--- config.mk ---
export PLATFORM = sky130hd
export DESIGN_NAME = i2s_rx_core
export DESIGN_NICKNAME = d
export VERILOG_FILES = /design/src/rtl/i2s_rx_core.sv
export SDC_FILE = /design/constraint.sdc
export NUM_CORES = 1
export LEC_CHECK = 0
export BUFFER_PORTS_ARGS = -buffer_cell sky130_fd_sc_hd__buf_2
export CORE_ASPECT_RATIO = 0.6
export CORE_MARGIN = 4
export CORE_UTILIZATION = 30
export DETAILED_ROUTE_END_ITERATION = 10
export GPL_TIMING_DRIVEN = 1
export PLACE_DENSITY = 0.4
export REMOVE_ABC_BUFFERS = 1
export SYNTH_ARGS = -nofsm -noshare
export SYNTH_HDL_FRONTEND = slang
export SYNTH_SLANG_ARGS = --single-unit
--- constraint.sdc ---
create_clock -name aud_mclk -period 7.03 [get_ports aud_mclk]
set_clock_uncertainty 0.15 [all_clocks]
set_input_delay 1.0545 -clock aud_mclk [delete_from_list [all_inputs] [get_ports aud_mclk]]
set_output_delay 1.0545 -clock aud_mclk [all_outputs]
set_load 0.01 [all_outputs]
--- src/rtl/i2s_rx_core.sv ---
// i2s_rx_core
//   I2S master receiver. Divides aud_mclk down to the I2S bit clock (sclk_out)
//   and word select (lrclk_out). It deserialises sdata_in (MSB first, one SCLK
//   of data delay after each word-select change) into left/right samples,
//   queues them in a small FIFO and presents them on an AXI4-Stream master.
//
// Ports
//   aud_mclk       single clock for the whole block
//   aud_mresetn    asynchronous active-low reset
//   enable         1 = generate clocks and capture, 0 = idle (FIFO keeps draining)
//   sclk_out       I2S bit clock, period 2*SCLK_DIVIDER_VALUE mclk cycles
//   lrclk_out      I2S word select, 0 = left, 1 = right
//   sdata_in       I2S serial data, already synchronous to aud_mclk
//   m_axis_tdata   sample placed at [AUD_WIDTH+3:4], all other bits zero
//   m_axis_tid     channel of the sample, 0 = left, 1 = right
//   m_axis_tvalid  FIFO not empty
//   m_axis_tready  downstream ready
//   overflow       sticky flag: a sample was dropped on a full FIFO
//   fifo_level     current FIFO occupancy
module i2s_rx_core #(
  parameter int AUD_WIDTH             = 24,
  parameter int AXI_STREAM_DATA_WIDTH = 32,
  parameter int AXI_STREAM_TID_WIDTH  = 3,
  parameter int SCLK_DIVIDER_VALUE    = 4,
  parameter int FIFO_DEPTH            = 16
) (
  input  logic                               aud_mclk,
  input  logic                               aud_mresetn,
  input  logic                               enable,
  output logic                               sclk_out,
  output logic                               lrclk_out,
  input  logic                               sdata_in,
  output logic [AXI_STREAM_DATA_WIDTH-1:0]   m_axis_tdata,
  output logic [AXI_STREAM_TID_WIDTH-1:0]    m_axis_tid,
  output logic                               m_axis_tvalid,
  input  logic                               m_axis_tready,
  output logic                               overflow,
  output logic [$clog2(FIFO_DEPTH):0]        fifo_level
);

  localparam int DIV_W = (SCLK_DIVIDER_VALUE > 1) ? $clog2(SCLK_DIVIDER_VALUE) : 1;
  localparam int PTR_W = $clog2(FIFO_DEPTH);

  localparam logic [DIV_W-1:0] DIV_LAST   = DIV_W'(SCLK_DIVIDER_VALUE - 1);
  localparam logic [4:0]       LSB_POS    = 5'(AUD_WIDTH);
  localparam logic [PTR_W:0]   DEPTH_FULL = (PTR_W + 1)'(FIFO_DEPTH);

  // Clock generation and frame position
  logic [DIV_W-1:0] div_cnt;
  logic [5:0]       bit_cnt;
  logic             div_tc;
  logic             sclk_rise;
  logic [4:0]       slot_pos;

  // Deserialiser and the one-cycle push stage
  logic [AUD_WIDTH-1:0] shift_reg;
  logic                 push_pend;
  logic [AUD_WIDTH-1:0] push_sample;
  logic                 push_tid;
  logic                 capture_bit;

  // Sample FIFO; one extra pointer bit tells full from empty
  logic [AUD_WIDTH:0] fifo_mem [FIFO_DEPTH];
  logic [PTR_W:0]     wr_ptr;
  logic [PTR_W:0]     rd_ptr;
  logic [AUD_WIDTH:0] head_entry;
  logic               fifo_empty;
  logic               fifo_full;
  logic               do_push;
  logic               do_pop;

  assign div_tc    = (div_cnt == DIV_LAST);
  assign sclk_rise = enable && div_tc && !sclk_out;
  assign slot_pos  = bit_cnt[4:0];
  assign lrclk_out = bit_cnt[5];

  // Slot position 0 is the I2S delay bit; positions past the LSB are padding.
  assign capture_bit = sclk_rise && (slot_pos != 5'd0) && (slot_pos <= LSB_POS);

  // Divider, bit clock and frame counter. The frame counter advances on the
  // falling toggle so word select changes on SCLK falling edges only.
  always_ff @(posedge aud_mclk or negedge aud_mresetn) begin
    if (!aud_mresetn) begin
      div_cnt  <= '0;
      sclk_out <= 1'b0;
      bit_cnt  <= '0;
    end else if (!enable) begin
      div_cnt  <= '0;
      sclk_out <= 1'b0;
      bit_cnt  <= '0;
    end else if (div_tc) begin
      div_cnt  <= '0;
      sclk_out <= !sclk_out;
      if (sclk_out) begin
        bit_cnt <= bit_cnt + 6'd1;
      end
    end else begin
      div_cnt <= div_cnt + DIV_W'(1);
    end
  end

  // Shift in MSB..LSB; the completed word waits one cycle in the push stage
  // before entering the FIFO.
  always_ff @(posedge aud_mclk or negedge aud_mresetn) begin
    if (!aud_mresetn) begin
      shift_reg   <= '0;
      push_pend   <= 1'b0;
      push_sample <= '0;
      push_tid    <= 1'b0;
    end else begin
      push_pend <= 1'b0;
      if (!enable) begin
        shift_reg <= '0;
      end else if (capture_bit) begin
        shift_reg <= {shift_reg[AUD_WIDTH-2:0], sdata_in};
        if (slot_pos == LSB_POS) begin
          push_pend   <= 1'b1;
          push_sample <= {shift_reg[AUD_WIDTH-2:0], sdata_in};
          push_tid    <= lrclk_out;
        end
      end
    end
  end

  assign fifo_level = wr_ptr - rd_ptr;
  assign fifo_empty = (wr_ptr == rd_ptr);
  assign fifo_full  = (fifo_level == DEPTH_FULL);
  assign do_pop     = !fifo_empty && m_axis_tready;
  // A pop in the same cycle frees the slot, so a full FIFO still accepts.
  assign do_push    = push_pend && (!fifo_full || do_pop);

  always_ff @(posedge aud_mclk) begin
    if (do_push) begin
      fifo_mem[wr_ptr[PTR_W-1:0]] <= {push_tid, push_sample};
    end
  end

  // Pointers and the sticky overflow flag; disabling the receiver clears it.
  always_ff @(posedge aud_mclk or negedge aud_mresetn) begin
    if (!aud_mresetn) begin
      wr_ptr   <= '0;
      rd_ptr   <= '0;
      overflow <= 1'b0;
    end else begin
      if (do_push) begin
        wr_ptr <= wr_ptr + (PTR_W + 1)'(1);
      end
      if (do_pop) begin
        rd_ptr <= rd_ptr + (PTR_W + 1)'(1);
      end
      if (!enable) begin
        overflow <= 1'b0;
      end else if (push_pend && !do_push) begin
        overflow <= 1'b1;
      end
    end
  end

  assign head_entry    = fifo_mem[rd_ptr[PTR_W-1:0]];
  assign m_axis_tvalid = !fifo_empty;

  // Output word is zero whenever the FIFO is empty, so reset shows all zeros.
  always_comb begin
    m_axis_tdata = '0;
    m_axis_tid   = '0;
    if (!fifo_empty) begin
      m_axis_tdata[AUD_WIDTH+3:4] = head_entry[AUD_WIDTH-1:0];
      m_axis_tid[0]               = head_entry[AUD_WIDTH];
    end
  end

endmodule

# After elaboration in Yosys (flattened, before gate mapping)
# Memory sizes are Yosys's and may differ from the RTL's.
# Cells that the tools add are included.
[totals] regBits=69 ramBits=400 inputBits=5 memories=1
[memory_table] memory="fifo_mem" words=16 width=25 rd=1 rd_ports_with_merged_regs=0 wr=1 line="63" rtl="logic [AUD_WIDTH:0] fifo_mem [FIFO_DEPTH];"
[op_classes] add_sub_neg=5 n_lt_le_gt_ge=1 n_eq_ne=8 muxes=18 n_reduce_logical=15
[ops] cell="23-bit 2-to-1 mux" count=2
[ops] cell="24-bit 2-to-1 mux" count=1
[ops] cell="6-bit 2-to-1 mux" count=3
[ops] cell="5-bit by 1-bit adder with 5-bit output, second input constant" count=2
[ops] cell="5-bit equality test, second input constant" count=2
[ops] cell="1-bit 2-to-1 mux" count=10
[ops] cell="2-bit by 1-bit inequality test with 1-bit output, second input constant" count=4
[ops] cell="1-bit logical AND" count=7
[ops] cell="6-bit by 1-bit adder with 6-bit output, second input constant" count=1
[ops] cell="5-bit equality test" count=1
[ops] cell="5-bit <= comparator, second input constant" count=1
[ops] cell="5-bit nonzero test" count=1
[ops] cell="5-bit subtractor" count=1
[ops] cell="1-bit logical NOT" count=4
[ops] cell="2-bit 2-to-1 mux" count=2
[ops] cell="3-bit AND reduction" count=1
[ops] cell="2-bit by 1-bit adder with 2-bit output, second input constant" count=1
[ops] cell="2-bit equality test, second input constant" count=1
[ops] cell="2-bit AND reduction" count=1
[ops] cell="1-bit logical OR" count=1

# Longest topological paths before layout
# Gate-level depths: netlist of the first run.
[logic_depth] word_depth=9 mapped_depth=11

# Least setup slack after synthesis of the first run
# OpenSTA, ideal clock, no wires.
[synth_path] kind="reg2reg" start="reg rd_ptr[2]" end="mem fifo_mem[0][0] (netlist name), enable pin" setup_ns=0.470 arrival_time_ns=4.575 path_slack_ns=1.835 stages_incl_launch_ff=11 n_path_buf=3 cell_sequence="dfrtp_1 > buf_2 > buf_2 > inv_2 > buf_2 > ha_1 > a21oi_1 > o21ai_1 > xor2_2 > nor3_2 > nor4_1"
[synth_between] elab_chain_len=7 word_cells_on_any_way=10
[synth_lines] element="from (decl)" line="65" rtl="logic [PTR_W:0] rd_ptr;"
[synth_lines] element="from (signal assigned)" line="149" rtl="rd_ptr <= rd_ptr + (PTR_W + 1)'(1);"
[synth_lines] element="5-bit subtractor" line="125" rtl="assign fifo_level = wr_ptr - rd_ptr;"
[synth_lines] element="via fifo_level[3]" line="38" rtl="output logic [$clog2(FIFO_DEPTH):0] fifo_level"
[synth_lines] element="5-bit equality test" line="127" rtl="assign fifo_full = (fifo_level == DEPTH_FULL);"
[synth_lines] element="1-bit logical NOT" line="130" rtl="assign do_push = push_pend && (!fifo_full || do_pop);"
[synth_lines] element="1-bit logical OR" line="130"
[synth_lines] element="1-bit logical AND" line="130"
[synth_lines] element="1-bit 2-to-1 mux" line="133" rtl="if (do_push) begin"
[synth_lines] element="1-bit 2-to-1 mux (implied by the code)" line="134" rtl="fifo_mem[wr_ptr[PTR_W-1:0]] <= {push_tid, push_sample};"
[synth_lines] element="to (decl)" line="63"
# The timed path passes the listed nets, and every way through them passes these cells.

# Worst setup path after layout of the first run
[layout_path] start="reg rd_ptr[1]" end="out m_axis_tdata[21]"
[layout_between] elab_chain_len=2 word_cells_on_any_way=3
[layout_lines] element="memory read 16 x 25 bit / 5-bit equality test (equally long branches)"
[layout_lines] element="24-bit 2-to-1 mux *" line="166" rtl="if (!fifo_empty) begin"
[layout_lines] element="to (decl)" line="33" rtl="output logic [AXI_STREAM_DATA_WIDTH-1:0] m_axis_tdata,"
# Mark *: on every way between the ends. The rest lies on a longest branch, timed or not.

==> metrics, run 1 <==
Max H-tree Level=2; ys flop type=edfxtp_1; dominant cells by area after synthesis=edfxtp_1, mux4_2, dfrtp_1, mux2i_1, mux2_2; fin. max-slew vios=0; count of final setup violators=0; vias in the first global route=9243; CP startpoint=rd_ptr[1]; sum of negative setup slack=0 ns; Hold Violations, Final=0; Lkg Pwr=0.00695 µW; Vias per Instance=4.74; outcome=complete, no violations; Clock transition at path regs=0.07 ns; period utilisation layout=0.642; Async S/R FF share, synth=0.147; worst slew pin tran=0.967 ns; first-pass GRT wire length=68600 µm; M1 wire length=23600 µm; met2 WL=20400 µm; critical path required time=5.83 ns; Cell variety after synth=45; pin count of the biggest net entering global routing=104; I/O Buffers=38; Largest register FFs=400; worst reg2reg path depth=10; grt total ovfl=0; top sig layer=met4; Synth Instances=941; Max Fclk=222 MHz; Routed WL per cell=25.0 µm; Layout Utilization=0.350; Synth Register Bits=469; Critical Path Source Type=register; RSZ-0062 raised after global routing=false; Post-CTS Setup Inserts=0; clock latency on the worst-skew pair=0.57 ns; total power draw=7490 µW; Worst Path Arrival=3.31 ns; crit-path max FO=55; Yosys top cell area share=0.645; clk sinks=469; maximum VDD drop=0.000212 V; Total GRT Usage=0.144; I/O pins=49; post-synth top area cell=edfxtp_1; syn avg cell area=19.8 µm²; hold_buf cts=0; CTS tree=done; Final min period=4.51 ns; reg2reg start=wr_ptr[0]; initial core utilization=0.305; Nets=1025; post-DP HPWL=23500 µm; Die W=330 µm; sequential cell area fraction in the yosys report=0.738; 1st-pass router iterations=5; DRC errors left=0; Area Growth Syn to Fin=15.0%; CP endpoint kind=output pin; EDFF count, synth=400; Die Area=0.0663 mm²; initial antenna violation count=0; CTS Buffer Depth=3; critical path class=register to output pin; yosys warns=0; Clock Tree Root=clkbuf_16; Core ar.=0.0611 mm²; antenna viol nets, final=0; post_cts resized=0; max-cap viol count=0; row count=70; DRT iter0 DRCs=760; met3 wire length=2130 µm; HP Class=input port to asynchronous set/reset pin; cts bufs inserted=45; P per Cell Area=350 mW/mm²; Filler cells=5776; WL final=46900 µm; Mapped Area=0.0186 mm²; die height=201 µm; share of cells above drive strength 1=0.284; DR vias=8877; Final GP Congestion=0.695; Rel. slew slack=0.355
==> synth_stat cells (all sizes together) (2+ instances only) <==
| cell | n |
|---|---|
| edfxtp | 400 |
| mux4 | 100 |
| dfrtp | 69 |
| nand2 | 61 |
| mux2i | 48 |
| buf | 36 |
| and3 | 27 |
| mux2 | 26 |
| a211oi | 25 |
| nor2b | 24 |
| clkbuf | 22 |
| inv | 15 |
| xnor2 | 13 |
| ha | 12 |
| nor3 | 11 |
| and2 | 8 |
| nor2 | 6 |
| xor2 | 5 |
| nor4 | 4 |
| a21oi | 3 |
| nand2b | 3 |
| nand3 | 3 |
| nand4 | 3 |
| o21ai | 3 |
| o311ai | 2 |
| o31ai | 2 |
==> cells in the final DEF, fill, tap and decap left out, types with 6 or more instances in the layout <==
master	n
clkbuf_1	7
mux4_2	100
nor3_2	11
mux2i_1	48
clkinv_2	12
mux2_2	25
inv_1	13
conb_1	10
and2_1	8
buf_4	30
nor2b_1	24
a211oi_1	25
ha_1	12
edfxtp_1	400
buf_2	37
nand2_1	61
and3_1	27
dfrtp_1	65
clkinv_1	6
xnor2_1	13
clkbuf_16	47
clkbuf_8	9
==> power breakdown <==
group	internal [µW]	leakage [µW]	switching, µW	total (µW)
logic	882	0.00190	1090	1970
clock network	1430	0.000754	1050	2480
registers	3000	0.00430	45.1	3050
total	5310	0.00695	2180	7490
==> layout make-up <==
type	count	area (µm²)	area share
sequential	469	13700	0.642
multi-input combinational	407	4630	0.216
clock buffer	63	1330	0.0619
tap	828	1040	0.0484
timing repair buffer	68	430	0.0201
clock inverter	21	178	0.00830
inverter	16	60.1	0.00280
antenna	1	2.50	0.000117
==> per-stage QoR <==
step / hold slack, ns / area, µm² / cells / setup slack, ns
after global placement: 0.277 / 19900 / 1788 / 3.05
after detailed placement: 0.281 / 19900 / 1788 / 3.01
after global routing: 0.306 / 21400 / 1872 / 2.33
after floorplan: 0.266 / 18300 / 892 / -1.39
final: 0.288 / 21400 / 1873 / 2.52
after CTS: 0.274 / 21400 / 1872 / 2.41
==> worst paths after layout <==
path                               endpoint  slack (ns)
setup / recovery           m_axis_tdata[21]        2.52
hold / removal                   bit_cnt[5]        0.29
setup reg to reg            fifo_mem[4][11]        3.07
hold reg to reg                  div_cnt[0]        0.29
max in group asynchronous         rd_ptr[0]        5.48
min in group aud_mclk            div_cnt[0]        0.29
==> critical path: stages, from the launching register on <==
cell,delay [ns]
dfrtp_4,0.69
buf_4,0.82
mux4_2,0.37
mux2i_1,0.07
a211oi_1,0.54
buf_2,0.24
==> kinds of logic after synthesis <==
logic type	count (synthesis)	synth area share
AOI/OAI and AO/OA	39	0.0170
buffers and inverters	74	0.0203
xor gates and xnor gates	18	0.00968
other	1	0.000201
DFF	469	0.738
adders and majority gates	13	0.00914
and+or+nand+nor	153	0.0435
muxes	174	0.162
==> routing by layer <==
metal / global-route usage / up-vias
met3: 0.0275 / 56
met4: 0.0275 / 0
li1: - / 3866
met2: 0.210 / 174
met1: 0.224 / 4781
met5: 0 / -
(Power assumes the default switching activity.)
==> inputs of run 2 (changes only) <==
- clock period: 7.03 -> 4.64 ns (I/O delays scaled with it)
==> metrics, run 2 (synthesis results as in run 1) <==
initial antenna violation count=1 (+1); period utilisation layout=0.873; DR vias=8896 (+0.21%); CTS Buffer Depth=3 (unchanged); grt total ovfl=0 (unchanged); cts bufs inserted=47 (+4.4%); Core ar.=0.0611 mm² (unchanged); Die W=330 µm (unchanged); die height=201 µm (unchanged); critical path required time=3.79 ns (-2.04 ns); Max Fclk=247 MHz; P per Cell Area=525 mW/mm² (+50%); Total GRT Usage=0.147 (+0.00315); Nets=1038 (+1.3%); Clock transition at path regs=0.07 ns (about the same); WL final=48400 µm (+3.3%); hold_buf cts=0 (unchanged); Final min period=4.05 ns; post-DP HPWL=25600 µm (+9.0%); clock latency on the worst-skew pair=0.56 ns (about the same); max-cap viol count=0 (unchanged); Critical Path Source Type=register; Hold Violations, Final=0 (unchanged); maximum VDD drop=0.000474 V (+120%); count of final setup violators=0 (unchanged); outcome=complete, no violations; CP max-delay cell=dfrtp_4; crit path cell chain=clkinv_1, ha_1, nand4_1, nor2_4, buf_4, a211oi_1, buf_2; CP endpoint kind=output pin; crit-path max cell delay=0.67 ns (-0.15 ns); Final GP Congestion=0.682 (-1.9%); initial core utilization=0.305 (unchanged); buffers and inverters on the worst path=3 (+1); crit-path max FO=22 (-60%); Crit path max-delay family=buffers and inverters; row count=70 (unchanged); DRC errors left=0 (unchanged); Vias per Instance=4.73 (-0.16%); I/O Buffers=38 (unchanged); clk sinks=469 (unchanged); Die Area=0.0663 mm² (unchanged); fin. max-slew vios=0 (unchanged); DRT iter0 DRCs=739 (-2.8%); Post-CTS Setup Inserts=0 (unchanged); CTS tree=done; Rel. slew slack=0.356 (+0.00120); Filler cells=5812 (+0.62%); Largest register FFs=400 (unchanged); Area Growth Syn to Fin=14.8%; I/O pins=49 (unchanged); first-pass GRT wire length=69800 µm (+1.7%); critical path class=register to output pin; worst slew pin tran=0.965 ns (-0.00180 ns); Multi-input gate area=0.00463 mm² (unchanged); most frequent cells in the layout=edfxtp_1, mux4_2, dfrtp_1, nand2_1; Worst Path Arrival=3.21 ns (-0.10 ns); placed cell count=1799 (+0.62%); FF+latch area=0.0137 mm² (unchanged); final non-filler cell total=1880 (+0.37%); most common cell after layout, fill and taps aside=edfxtp_1; post_cts resized=0 (unchanged); Lkg Pwr=0.00693 µW (-0.30%); Layout Utilization=0.350 (-0.000492); RSZ-0062 raised after global routing=false; antenna viol nets, final=0 (unchanged); Clock Tree Root=clkbuf_16; HP Class=input port to asynchronous set/reset pin; vias in the first global route=9149 (-1.0%); share of cells above drive strength 1=0.278 (-0.00692); pin count of the biggest net entering global routing=104 (unchanged); 1st-pass router iterations=4 (-1); antenna cells=0 (-1); Routed WL per cell=25.7 µm (+2.9%); Max H-tree Level=2 (unchanged)
==> run 2: final cells by class <==
cell class / count / area share
Clock inverter: 10 / 0.00345
Multi-Input combinational cell: 407 / 0.217
Inverter: 16 / 0.00281
Sequential cell: 469 / 0.643
Tap cell: 828 / 0.0484
Timing Repair Buffer: 79 / 0.0246
Clock buffer: 71 / 0.0611
==> run 2: worst register-to-register path: stages (launching register included) <==
cell and delay, ns:
dfrtp_1 0.42, inv_1 0.11, ha_1 0.24, fa_1 0.41
nand2b_1 0.16, a21oi_1 0.21, xor2_2 0.35, nor3_2 0.08
buf_4 0.22, nor3_2 0.26, buf_4 0.47
==> run 2: power by group <==
group          internal, µW  switching (µW)  total (µW)
logic                  1350            1730        3070
clock network          1990            1550        3540
registers              4550            65.8        4610
total                  7880            3350       11200
==> run 2: path summary, 6_finish.rpt <==
kind	from	endpoint	slack [ns]	depth (start not counted)
min reg2reg	div_cnt[0]	div_cnt[0]	0.29	1
min in group aud_mclk	m_axis_tready	rd_ptr[0]	0.28	3
min	aud_mresetn	div_cnt[0]	0.12	1
max reg2reg	wr_ptr[0]	fifo_mem[13][20]	1.19	10
max	rd_ptr[1]	m_axis_tdata[21]	0.59	7
max in group asynchronous	aud_mresetn	rd_ptr[0]	3.48	1
==> run 2: per-stage QoR <==
stage          hold WS [ns]  total power [µW]  setup WS [ns]  TNS [ns]  area [µm²]
5_1_grt               0.176             11800          0.401         0       21400
3_5_place_dp          0.281              7880           1.11         0       20000
4_1_cts               0.148             11500          0.490         0       21400
2_1_floorplan         0.250              6830          -3.78  -1241.42       18300
3_3_place_gp          0.278              7890           1.09         0       20000
6_report              0.117             11200          0.587         0       21400
==> run 2: metal layers <==
layer  routed length, µm  global-route usage  up-vias
met5                   0                   0        -
met4                 646              0.0263        0
met3                1980              0.0262       60
met2               21000               0.214      155
met1               24800               0.231     4799
li1                    -                   -     3882
